### config.mk
export PLATFORM = sky130hd
export DESIGN_NAME = uart_tx_mem
export DESIGN_NICKNAME = d
export VERILOG_FILES = /design/src/rtl/uart_pkg.sv /design/src/rtl/uart_tx_fifo.sv /design/src/rtl/uart_tx_mem.sv
export SDC_FILE = /design/constraint.sdc
export NUM_CORES = 1
export LEC_CHECK = 0
export CAP_MARGIN = 10
export CELL_PAD_IN_SITES_DETAIL_PLACEMENT = 0
export CELL_PAD_IN_SITES_GLOBAL_PLACEMENT = 1
export CORE_ASPECT_RATIO = 1.4
export CORE_UTILIZATION = 35
export CTS_CLUSTER_SIZE = 12
export DETAILED_ROUTE_END_ITERATION = 7
export GPL_TIMING_DRIVEN = 1
export PLACE_DENSITY_LB_ADDON = 0.1
export SYNTH_ARGS = -nofsm -noshare
export SYNTH_HDL_FRONTEND = slang
export SYNTH_SLANG_ARGS = --single-unit
export TNS_END_PERCENT = 50
### constraint.sdc
create_clock -name clk -period 2.7 [get_ports clk]
set_input_delay 0.27 -clock clk [delete_from_list [all_inputs] [get_ports clk]]
set_output_delay 0.27 -clock clk [all_outputs]
set_load 0.02 [all_outputs]
### src/rtl/uart_pkg.sv
// Shared UART definitions: framing FSM states, status register bit positions
// and the default baud divider. Used by both the transmit and receive registers.
package uart_pkg;

    typedef enum logic [1:0] {
        UART_IDLE,
        UART_START,
        UART_DATA,
        UART_STOP
    } uart_state_e;

    localparam int UART_READY_BIT  = 31;
    localparam int UART_ACTIVE_BIT = 30;
    localparam int UART_SEND_BIT   = 31;

    // 10 MHz system clock, 115200 baud
    localparam int UART_CLKS_PER_BIT_DEF = 87;

endpackage

### src/rtl/uart_tx_fifo.sv
// Circular TX byte queue with wrap-around pointers; an extra pointer bit
// distinguishes full from empty. Only instantiated when UART_TX_FIFO_EN is set.
module uart_tx_fifo #(
    parameter int DEPTH = 4,
    parameter int WIDTH = 8
) (
    input  logic             clk,
    input  logic             rst_n,
    input  logic             push,
    input  logic [WIDTH-1:0] din,
    input  logic             pop,
    output logic [WIDTH-1:0] dout,
    output logic             full,
    output logic             empty
);

    localparam int AW = $clog2(DEPTH);

    logic [WIDTH-1:0] mem [DEPTH];
    logic [AW:0]      wr_ptr;
    logic [AW:0]      rd_ptr;

    assign empty = (wr_ptr == rd_ptr);
    assign full  = (wr_ptr[AW] != rd_ptr[AW]) && (wr_ptr[AW-1:0] == rd_ptr[AW-1:0]);
    assign dout  = mem[rd_ptr[AW-1:0]];

    always_ff @(posedge clk or negedge rst_n) begin
        if (!rst_n) begin
            wr_ptr <= '0;
            rd_ptr <= '0;
        end else begin
            if (push && !full) begin
                wr_ptr <= wr_ptr + (AW+1)'(1);
            end
            if (pop && !empty) begin
                rd_ptr <= rd_ptr + (AW+1)'(1);
            end
        end
    end

    // Storage carries no reset; only the pointers decide what is valid
    always_ff @(posedge clk) begin
        if (push && !full) begin
            mem[wr_ptr[AW-1:0]] <= din;
        end
    end

endmodule

### src/rtl/uart_tx_mem.sv
// Memory-mapped 8N1 UART transmitter. Define UART_TX_FIFO_EN for a FIFO_DEPTH
// queue; otherwise a single holding register buffers one byte ahead.
module uart_tx_mem
    import uart_pkg::*;
#(
    parameter int CLKS_PER_BIT = UART_CLKS_PER_BIT_DEF,
    parameter int FIFO_DEPTH   = 4
) (
    input  logic        clk,
    input  logic        rst_n,
    input  logic        mem_wen,
    input  logic [31:0] mem_wdata,
    output logic [31:0] mem_rdata,
    output logic        o_tx_serial,
    output logic        o_tx_active,
    output logic        o_tx_done
);

    localparam int CNT_W = $clog2(CLKS_PER_BIT);
    localparam logic [CNT_W-1:0] CNT_LAST = CNT_W'(CLKS_PER_BIT - 1);
    localparam logic [CNT_W-1:0] CNT_DONE = CNT_W'(CLKS_PER_BIT - 2);

    if (CLKS_PER_BIT < 2) begin : g_bad_cpb
        $error("uart_tx_mem: CLKS_PER_BIT must be at least 2");
    end
    if (FIFO_DEPTH < 2 || (FIFO_DEPTH & (FIFO_DEPTH - 1)) != 0) begin : g_bad_depth
        $error("uart_tx_mem: FIFO_DEPTH must be a power of 2 and at least 2");
    end

    uart_state_e      state;
    logic [CNT_W-1:0] baud_cnt;
    logic [2:0]       bit_idx;
    logic [7:0]       shift;
    logic [7:0]       last_byte;
    logic             tx_serial;
    logic             tx_active;
    logic             tx_done;

    logic             q_full;
    logic             q_empty;
    logic [7:0]       q_dout;
    logic             ready;
    logic             accept;
    logic             dequeue;

    assign ready  = !q_full;
    assign accept = mem_wen && mem_wdata[UART_SEND_BIT] && ready;

    // Dequeue from IDLE, or on the last STOP cycle to chain frames without a gap
    always_comb begin
        dequeue = 1'b0;
        if (!q_empty) begin
            if (state == UART_IDLE) begin
                dequeue = 1'b1;
            end else if (state == UART_STOP && baud_cnt == CNT_LAST) begin
                dequeue = 1'b1;
            end
        end
    end

`ifdef UART_TX_FIFO_EN
    uart_tx_fifo #(
        .DEPTH (FIFO_DEPTH),
        .WIDTH (8)
    ) u_tx_fifo (
        .clk   (clk),
        .rst_n (rst_n),
        .push  (accept),
        .din   (mem_wdata[7:0]),
        .pop   (dequeue),
        .dout  (q_dout),
        .full  (q_full),
        .empty (q_empty)
    );
`else
    logic       hold_valid;
    logic [7:0] hold_data;

    // accept needs hold_valid=0 and dequeue needs hold_valid=1, so they never coincide
    always_ff @(posedge clk or negedge rst_n) begin
        if (!rst_n) begin
            hold_valid <= 1'b0;
        end else if (accept) begin
            hold_valid <= 1'b1;
        end else if (dequeue) begin
            hold_valid <= 1'b0;
        end
    end

    always_ff @(posedge clk) begin
        if (accept) begin
            hold_data <= mem_wdata[7:0];
        end
    end

    assign q_full  = hold_valid;
    assign q_empty = !hold_valid;
    assign q_dout  = hold_data;
`endif

    always_ff @(posedge clk or negedge rst_n) begin
        if (!rst_n) begin
            last_byte <= 8'h00;
        end else if (accept) begin
            last_byte <= mem_wdata[7:0];
        end
    end

    always_ff @(posedge clk) begin
        if (dequeue) begin
            shift <= q_dout;
        end
    end

    always_ff @(posedge clk or negedge rst_n) begin
        if (!rst_n) begin
            state     <= UART_IDLE;
            baud_cnt  <= '0;
            bit_idx   <= 3'd0;
            tx_serial <= 1'b1;
            tx_active <= 1'b0;
            tx_done   <= 1'b0;
        end else begin
            // Registered so the pulse lands on the final STOP cycle
            tx_done <= (state == UART_STOP) && (baud_cnt == CNT_DONE);
            case (state)
                UART_IDLE: begin
                    if (!q_empty) begin
                        baud_cnt  <= '0;
                        state     <= UART_START;
                        tx_serial <= 1'b0;
                        tx_active <= 1'b1;
                    end
                end
                UART_START: begin
                    if (baud_cnt == CNT_LAST) begin
                        baud_cnt  <= '0;
                        bit_idx   <= 3'd0;
                        state     <= UART_DATA;
                        tx_serial <= shift[0];
                    end else begin
                        baud_cnt <= baud_cnt + CNT_W'(1);
                    end
                end
                UART_DATA: begin
                    if (baud_cnt == CNT_LAST) begin
                        baud_cnt <= '0;
                        if (bit_idx == 3'd7) begin
                            state     <= UART_STOP;
                            tx_serial <= 1'b1;
                        end else begin
                            bit_idx   <= bit_idx + 3'd1;
                            tx_serial <= shift[bit_idx + 3'd1];
                        end
                    end else begin
                        baud_cnt <= baud_cnt + CNT_W'(1);
                    end
                end
                UART_STOP: begin
                    if (baud_cnt == CNT_LAST) begin
                        baud_cnt <= '0;
                        if (!q_empty) begin
                            state     <= UART_START;
                            tx_serial <= 1'b0;
                        end else begin
                            state     <= UART_IDLE;
                            tx_active <= 1'b0;
                        end
                    end else begin
                        baud_cnt <= baud_cnt + CNT_W'(1);
                    end
                end
                default: begin
                    state     <= UART_IDLE;
                    tx_serial <= 1'b1;
                    tx_active <= 1'b0;
                end
            endcase
        end
    end

    always_comb begin
        mem_rdata                  = '0;
        mem_rdata[UART_READY_BIT]  = ready;
        mem_rdata[UART_ACTIVE_BIT] = tx_active;
        mem_rdata[7:0]             = last_byte;
    end

    assign o_tx_serial = tx_serial;
    assign o_tx_active = tx_active;
    assign o_tx_done   = tx_done;

endmodule

==> results.cfg, run 1 <==
[routing]
drtIter0Drc = 55
avgViaCountPerCell = 4.907
postRouteAntennaNets = 0
drc = 0
wl_per_cell_um = 14.61
firstDrtPassIters = 4
vias = 1320
wl_um = 3930

[timing]
period_share_pct = 79.49
rsz0062_at_grt = no
finalSetupTns_ps = 0
clock_skew_ps = 9.667
setup_viol = 0
min_period_ps = 2146
fmax_ghz = 0.4659
finalHoldViolations = 0
relSlewSlack_pct = 48.97
slew_violations = 0
tightest_slew_ps = 763.1

[cells_and_area]
diodes = 0
multiInputGateArea_um2 = 818.3
seq_area_um2 = 1082
area_delta_synth_final_pct = 16.29
layout-drive-gt1-share_pct = 13.43
final_nets = 244
fin_area_um2 = 2376
nFillCells = 533

[grt]
grt_max_degree = 17
grt_pass1_wl_um = 6382
grt.total_usage_pct = 14.05
antenna_found_initial = 0
grt-ovfl-total = 0
grt_pass1_vias = 1314

[setup_path]
r2r_slack_ps = 550
critPathLaunchType = flip-flop
worstPathMaxFanout = 7
cp.required_ps = 2920
crit_type = flip-flop to flip-flop
r2r_end = o_tx_serial$_DFFE_PN1P_
rr_startpoint = bit_idx[0]$_DFFE_PN0P_
end_kind = flip-flop
reg2reg_depth = 6
crit_arrival_ps = 2370

[clocking]
cts_buffers = 5
holdBufCountCts = 0
clock_path_buffers = 2
clock-sinks = 40
cts.repair.resized = 0
cts_tree = yes
clk_pin_slew_worst_paths_ps = 80
cts_setup_buffers = 0
clk_latency_ps = 300
cts-root-buf = clkbuf_8
ctsHtreeMaxLevel = 2

[synth]
ys_top_cells_by_area = dfrtp_1 (28%), edfxtp_1 (24%), buf_4 (8.8%)
ys_warn_count = 0
synthFlopType = dfrtp_1
seq_area_frac_synth_pct = 52.97
syn_area_per_cell_um2 = 12.02
synthCells = 170
yosysMostFrequentCell = buf_4
synthArstFlopShare_pct = 60.00
synth_area_um2 = 2043
ys_seq_elements = 40
yosysTopAreaCellShare_pct = 28.17
synth-edff-count = 16
synth.distinct_cells = 44
yosysTopAreaCell = dfrtp_1
ys_top_cells_by_count = buf_4 (24), dfrtp_1 (23), edfxtp_1 (16)

[worst_hold_path]
hold_class = primary input to asynchronous set/reset pin

[run]
cap_violations = 0

[placement]
placed_area_um2 = 2286
port_buffers = 24
dpl.hpwl_um = 3026
gp_congestion = 0.8060

[die]
rows = 32
die_w_um = 66.58
die_area_um2 = 6152
ios = 70
core_um2 = 5565
fp.dieH_um = 92.41
initial_core_util_pct = 36.71

[power_and_ir_drop]
peakVddDrop_uv = 377.5
power_density_nw_per_um2 = 603.3
p_leak_uw = 0.0009689

[status]
status = completed
-- metal layers --
metal / global-route usage, % / wire (um) / vias up
met5: 0 / 0 / -
met4: 5.851 / 95 / 0
met3: 3.571 / 143 / 9
met2: 25.42 / 2196 / 40
met1: 14.92 / 1496 / 641
li1: - / - / 630
-- cells in the final DEF (no fill, tap or decap), types with 2 or more instances in the layout --
cell type        count
conb_1              22
nand2_1              7
buf_4                3
dfrtp_1             23
inv_1                9
nand3_1              4
nand2b_1             2
nor2b_1              2
o32a_1               2
clkdlybuf4s50_1     24
edfxtp_1            16
nor2_1               8
or3_1                2
nor4_1               2
o22ai_1              3
nor3_1               3
o21ai_1              5
a21oi_1              5
clkbuf_8             5
a22o_1               7
mux2_2               8
mux2_1               5
ha_1                 9
-- worst max path at each step --
stage,startpoint,end,cells past startpoint
after floorplan,bit_idx[0]$_DFFE_PN0P_,o_tx_serial$_DFFE_PN1P_,6
after global placement,bit_idx[0]$_DFFE_PN0P_,o_tx_serial$_DFFE_PN1P_,6
after detailed placement,bit_idx[0]$_DFFE_PN0P_,o_tx_serial$_DFFE_PN1P_,6
after CTS,bit_idx[0]$_DFFE_PN0P_,o_tx_serial$_DFFE_PN1P_,6
after global routing,baud_cnt[0]$_DFFE_PN0P_,shift[0]$_DFFE_PP_,5
final,bit_idx[0]$_DFFE_PN0P_,o_tx_serial$_DFFE_PN1P_,6
-- state kept, by name, indices dropped and copies added (netlist names) --
| name | flops |
|---|---|
| hold_data | 8 |
| shift | 8 |
| o_tx_active | 1 |
| baud_cnt | 7 |
| hold_valid | 1 |
| o_tx_serial | 1 |
| bit_idx | 3 |
| state | 2 |
| last_byte | 8 |
| o_tx_done | 1 |
-- critical path: stages, from the launching register on --
cell     delay [ps]
dfrtp_1         460
ha_1            240
ha_1            400
mux2_2          370
nor3b_1         220
nor4_1           90
o32a_1          300
-- layout make-up --
class	count	area share (%)
multi-input cells	116	34.44
clock buffers	5	2.896
inverters	10	1.580
repair buffers	27	11.06
well taps	68	3.581
clock inverters	3	0.8952
flip-flops and latches	40	45.55
-- report_power, final --
part           total [uW]  internal [uW]  switching (uW)
Combinational         299            145             154
Sequential            724            691            33.2
Clock                 410            183             227
-- through the flow --
| step | worst slack (ps) | util, % | std cells | total power (uW) | hold WS (ps) |
|---|---|---|---|---|---|
| 2_1_floorplan | 785.0 | - | 191 | 910.3 | -25.59 |
| 3_3_place_gp | 635.3 | 41.07 | 261 | 1032 | 400.9 |
| 3_5_place_dp | 561.3 | 41.07 | 261 | 1037 | 410.7 |
| 4_1_cts | 546.8 | 42.69 | 269 | 1455 | 430.3 |
| 5_1_grt | 440.0 | 42.69 | 269 | 1501 | 444.7 |
| 6_report | 553.7 | 42.69 | 269 | 1433 | 420.2 |
-- logic make-up (layout without fill, tap and decap cells) --
family | after synthesis | after routing | synth area share [%]
other | 1 | 22 | 0.1835
DFF | 40 | 40 | 52.97
muxes | 13 | 13 | 7.165
and+or+nand+nor | 38 | 38 | 10.23
buffers and inverters | 35 | 45 | 10.84
AOI/OAI and AO/OA | 34 | 34 | 13.10
adders and majority gates | 9 | 9 | 5.511
Power figures use the tool's default switching activity.
==> run 2: changes to the inputs <==
--- a/config.mk
+++ b/config.mk
@@ -9,7 +9,7 @@
 export CELL_PAD_IN_SITES_DETAIL_PLACEMENT = 0
 export CELL_PAD_IN_SITES_GLOBAL_PLACEMENT = 1
 export CORE_ASPECT_RATIO = 1.4
-export CORE_UTILIZATION = 35
+export CORE_UTILIZATION = 31
 export CTS_CLUSTER_SIZE = 12
 export DETAILED_ROUTE_END_ITERATION = 7
 export GPL_TIMING_DRIVEN = 1
==> constraint.sdc (replaced) <==
create_clock -name clk -period 1.8 [get_ports clk]
set_input_delay 0.18 -clock clk [delete_from_list [all_inputs] [get_ports clk]]
set_output_delay 0.18 -clock clk [all_outputs]
set_load 0.02 [all_outputs]
==> results.cfg, run 2 (synthesis gave the netlist of run 1 again) <==
[setup_path]
r2r_end = o_tx_serial$_DFFE_PN1P_
r2r_slack_ps = 2
worstPathMaxFanout = 6
cp_slowest_cell = dfrtp_1
rr_startpoint = bit_idx[0]$_DFFE_PN0P_
crit_arrival_ps = 2030
crit_type = flip-flop to flip-flop
reg2reg_depth = 6
cp_slowest_stage_delay_ps = 390
end_kind = flip-flop
path_cells = ha_2 > ha_4 > mux2_4 > nor3b_2 > nor4_1 > o32a_1
path_buf_inv = 0
crit_family = adder cells
cp.required_ps = 2030
critPathLaunchType = flip-flop

[cells_and_area]
area_delta_synth_final_pct = 23.33
diodes = 0
nFillCells = 621
layout-drive-gt1-share_pct = 21.80
final_cell_mix = clkdlybuf4s50_1 (23), conb_1 (22), dfrtp_1 (22), edfxtp_1 (16), buf_4 (12)
final_common_cell = clkdlybuf4s50_1
biggestRegsByFlops = hold_data (8), last_byte (8), shift (8)
final_nets = 254

[routing]
wl_per_cell_um = 14.55
wl_um = 4118
drc = 0
postRouteAntennaNets = 0
vias = 1346
avgViaCountPerCell = 4.756
firstDrtPassIters = 4
drtIter0Drc = 31

[die]
core_um2 = 6296
fp.dieH_um = 98.06
rows = 34
initial_core_util_pct = 32.45
ios = 70
die_w_um = 70.62
die_area_um2 = 6925

[timing]
fmax_ghz = 0.5561
min_period_ps = 1798
finalSetupTns_ps = 0
holdWs_ps = 255.9
fin_ws_ps = 1.804
setup_viol = 0
slew_violations = 0
finalHoldViolations = 0
period_share_pct = 99.90
rsz0062_at_grt = yes
clock_skew_ps = 6.889

[clocking]
clk_latency_ps = 300
holdBufCountCts = 0
cts-root-buf = clkbuf_8
cts_buffers = 5
ctsHtreeMaxLevel = 2
clock_path_buffers = 2
clock-sinks = 40
cts_tree = yes
clk_pin_slew_worst_paths_ps = 80

[power_and_ir_drop]
peakVddDrop_uv = 603.0
switchingPower_uw = 628.0
p_total_uw = 2158
p_int_uw = 1530
combPwrFrac_pct = 21.0
power_density_nw_per_um2 = 856.3
seqPwrFrac_pct = 50.3
netSwitchingFraction_pct = 29.10
power.share.clock_pct = 28.7
p_leak_uw = 0.001047

[placement]
dpl.hpwl_um = 3140
gp_congestion = 0.7527
port_buffers = 24
pre_cts_slack_ps = -66.70

[grt]
antenna_found_initial = 0
grt.total_usage_pct = 13.14
grt-ovfl-total = 0
grt_pass1_wl_um = 6996
grt_max_degree = 25
grt_pass1_vias = 1479

[run]
cap_violations = 0

[worst_hold_path]
hold_class = primary input to asynchronous set/reset pin

[status]
status = completed
[run 2: area by class of cell]
type,instances,area (um^2),share of cell area [%]
Multi-Input combinational cell,116,865.8,34.36
Clock buffer,5,68.82,2.731
Timing Repair Buffer,37,352.8,14.00
Clock inverter,3,21.27,0.8441
Tap cell,72,90.09,3.575
Inverter,10,37.54,1.490
Sequential cell,40,1084,43.00
[run 2: worst max path at each step]
stage	startpoint	end	slack, ps	depth (start not counted)
floorplan	bit_idx[0]$_DFFE_PN0P_	o_tx_serial$_DFFE_PN1P_	-30	6
finish	bit_idx[0]$_DFFE_PN0P_	o_tx_serial$_DFFE_PN1P_	2	6
CTS	bit_idx[0]$_DFFE_PN0P_	o_tx_serial$_DFFE_PN1P_	-20	6
global placement	bit_idx[0]$_DFFE_PN0P_	o_tx_serial$_DFFE_PN1P_	-60	6
detailed placement	bit_idx[0]$_DFFE_PN0P_	o_tx_serial$_DFFE_PN1P_	-70	6
global route	bit_idx[0]$_DFFE_PN0P_	o_tx_serial$_DFFE_PN1P_	-70	6
[run 2: routing by layer]
metal	track usage (%)	wire length, um	up-vias
met3	3.199	165	8
met4	5.846	87	0
met5	0	0	-
met1	12.78	1533	655
li1	-	-	651
met2	25.62	2332	32
[run 2: power by group through the flow]
stage / combinational (uW) / sequential (uW) / clock [uW]
floorplan: 166 / 1200 / 0
global placement: 453 / 1100 / 0
detailed placement: 458 / 1110 / 0
CTS: 461 / 1090 / 641
global route: 481 / 1100 / 679
finish: 452 / 1090 / 619
[run 2: worst register-to-register path, cell delays in order, from the launching register on]
cell and delay [ps]:
dfrtp_1 390, ha_2 200, ha_4 310, mux2_4 320, nor3b_2 150, nor4_1 70, o32a_1 290
[run 2: per-stage QoR]
stage | instances | instance area, um^2 | util [%]
CTS | 283 | 2496 | 39.65
finish | 283 | 2520 | 40.02
detailed placement | 274 | 2389 | 37.94
floorplan | 191 | 2140 | -
global placement | 274 | 2389 | 37.94
global route | 283 | 2520 | 40.02
[run 2: timing repair]
action / CTS / global route
resized for setup: 3 / 6
endpoints found under the setup margin: 1 / 4
pin swaps: 1 / 1
buffers inserted: 1 / 0
==> run 3: changes to the inputs <==
--- a/config.mk
+++ b/config.mk
@@ -13,7 +13,7 @@
 export CTS_CLUSTER_SIZE = 12
 export DETAILED_ROUTE_END_ITERATION = 7
 export GPL_TIMING_DRIVEN = 1
-export PLACE_DENSITY_LB_ADDON = 0.1
+export PLACE_DENSITY = 0.73
 export SYNTH_ARGS = -nofsm -noshare
 export SYNTH_HDL_FRONTEND = slang
 export SYNTH_SLANG_ARGS = --single-unit
==> results.cfg, run 3 (synthesis gave the netlist of run 1 again) <==
[grt]
grt.total_usage_pct = 12.30
grt-ovfl-total = 0
grt_pass1_vias = 1409
grt_pass1_wl_um = 6582
grt_max_degree = 25
antenna_found_initial = 0

[power_and_ir_drop]
combPwrFrac_pct = 21.5
power.share.clock_pct = 27.3
p_leak_uw = 0.001043
peakVddDrop_uv = 485.0
power_density_nw_per_um2 = 828.7
seqPwrFrac_pct = 51.3
p_total_uw = 2114
p_int_uw = 1527
netSwitchingFraction_pct = 27.79
switchingPower_uw = 587.6

[die]
core_um2 = 6296
rows = 34
die_w_um = 70.62
die_area_um2 = 6925
ios = 70
fp.dieH_um = 98.06
initial_core_util_pct = 32.45

[setup_path]
path_cells = ha_4 > ha_4 > mux2_4 > nor3b_2 > nor4_2 > o32a_1
cp.required_ps = 2010
end_kind = flip-flop
crit_arrival_ps = 2080
worstPathMaxFanout = 6
path_common_cell = ha_4
critPathLaunchType = flip-flop
path_buf_inv = 0
crit_type = flip-flop to flip-flop
r2r_slack_ps = -70
crit_family = adder cells
cp_slowest_cell = dfrtp_1
cp_slowest_stage_delay_ps = 420

[timing]
rsz0062_at_grt = yes
period_share_pct = 104.1
fmax_ghz = 0.5339
setup_viol = 1
clock_skew_ps = 4.182
finalSetupTns_ps = -73.04
min_period_ps = 1873
finalHoldViolations = 0
fin_ws_ps = -73.04
slew_violations = 0

[cells_and_area]
instances_no_fill = 287
diodes = 0
final_common_cell = clkdlybuf4s50_1
final_cell_mix = clkdlybuf4s50_1 (24), dfrtp_1 (23), conb_1 (22), edfxtp_1 (16), buf_4 (16)
post-route-util_pct = 40.52
nFillCells = 620
biggestRegsByFlops = hold_data (8), last_byte (8), shift (8)
final_nets = 258
layout-drive-gt1-share_pct = 22.33
fin_area_um2 = 2551
area_delta_synth_final_pct = 24.86

[placement]
gp_congestion = 0.7332
placed_area_um2 = 2404
port_buffers = 24
dp.cells = 276
dpl.hpwl_um = 2863

[routing]
drtIter0Drc = 45
avgViaCountPerCell = 4.822
drc = 0
postRouteAntennaNets = 0
wl_per_cell_um = 13.27
wl_um = 3809
firstDrtPassIters = 4
vias = 1384

[worst_hold_path]
hold_class = primary input to asynchronous set/reset pin

[run]
cap_violations = 0

[clocking]
cts_tree = yes
clk_pin_slew_worst_paths_ps = 80
cts-root-buf = clkbuf_8
holdBufCountCts = 0
cts_buffers = 5
ctsHtreeMaxLevel = 2
clock-sinks = 40
clock_path_buffers = 2
clk_latency_ps = 280

[status]
failed_checks = setup timing
status = finished with violations
[run 3: cell count changes in the layout (fill, tap and decap cells not counted), sizes merged]
| cell | before | now |
|---|---|---|
| inv | 11 | 10 |
| buf | 13 | 17 |
| clkbuf | 5 | 6 |
| clkdlybuf4s50 | 23 | 24 |
| dlymetal6s2s | 1 | 0 |
[run 3: cell type report]
cell class                      count  area [um^2]  area share [%]
Clock buffer                        6        72.57           2.845
Multi-Input combinational cell    116        875.8           34.33
Clock inverter                      2        12.51          0.4904
Tap cell                           72        90.09           3.531
Sequential cell                    40         1082           42.42
Inverter                           10        37.54           1.471
Timing Repair Buffer               41        380.4           14.91
[run 3: through the flow]
stage               hold slack (ps)  worst slack [ps]
floorplan                    -115.6            -28.25
global placement              402.5            -68.54
detailed placement            404.5            -97.23
CTS                           271.1            -74.94
global route                  290.3            -113.2
finish                        266.0            -73.04
[run 3: routing by layer]
metal	wire length [um]	GRT usage, %	part of all wire (%)
met1	1543	13.99	41
met2	2067	21.43	54
met3	120	1.858	3.2
met4	78	7.692	2.0
met5	0	0	0
[run 3: timing repair]
item,CTS,global route
resized for setup,2,6
cloned,0,0
pin swaps,1,3
setup buffers,1,2
endpoints found under the setup margin,1,3
[run 3: power by group through the flow]
stage | Clock, uW | Combinational (uW) | Sequential, uW
floorplan | 0 | 166 | 1200
global placement | 0 | 453 | 1100
detailed placement | 0 | 458 | 1100
CTS | 600 | 460 | 1080
global route | 632 | 477 | 1090
finish | 577 | 454 | 1080
[run 3: worst paths after layout]
check	start	end	cells past startpoint
setup / recovery	bit_idx[1]$_DFFE_PN0P_	o_tx_serial$_DFFE_PN1P_	6
hold / removal	rst_n	baud_cnt[4]$_DFFE_PN0P_	2
setup reg to reg	bit_idx[1]$_DFFE_PN0P_	o_tx_serial$_DFFE_PN1P_	6
hold reg to reg	hold_data[3]$_DFFE_PP_	shift[3]$_DFFE_PP_	0
max in group asynchronous	rst_n	o_tx_serial$_DFFE_PN1P_	2
min in group clk	hold_data[3]$_DFFE_PP_	shift[3]$_DFFE_PP_	0
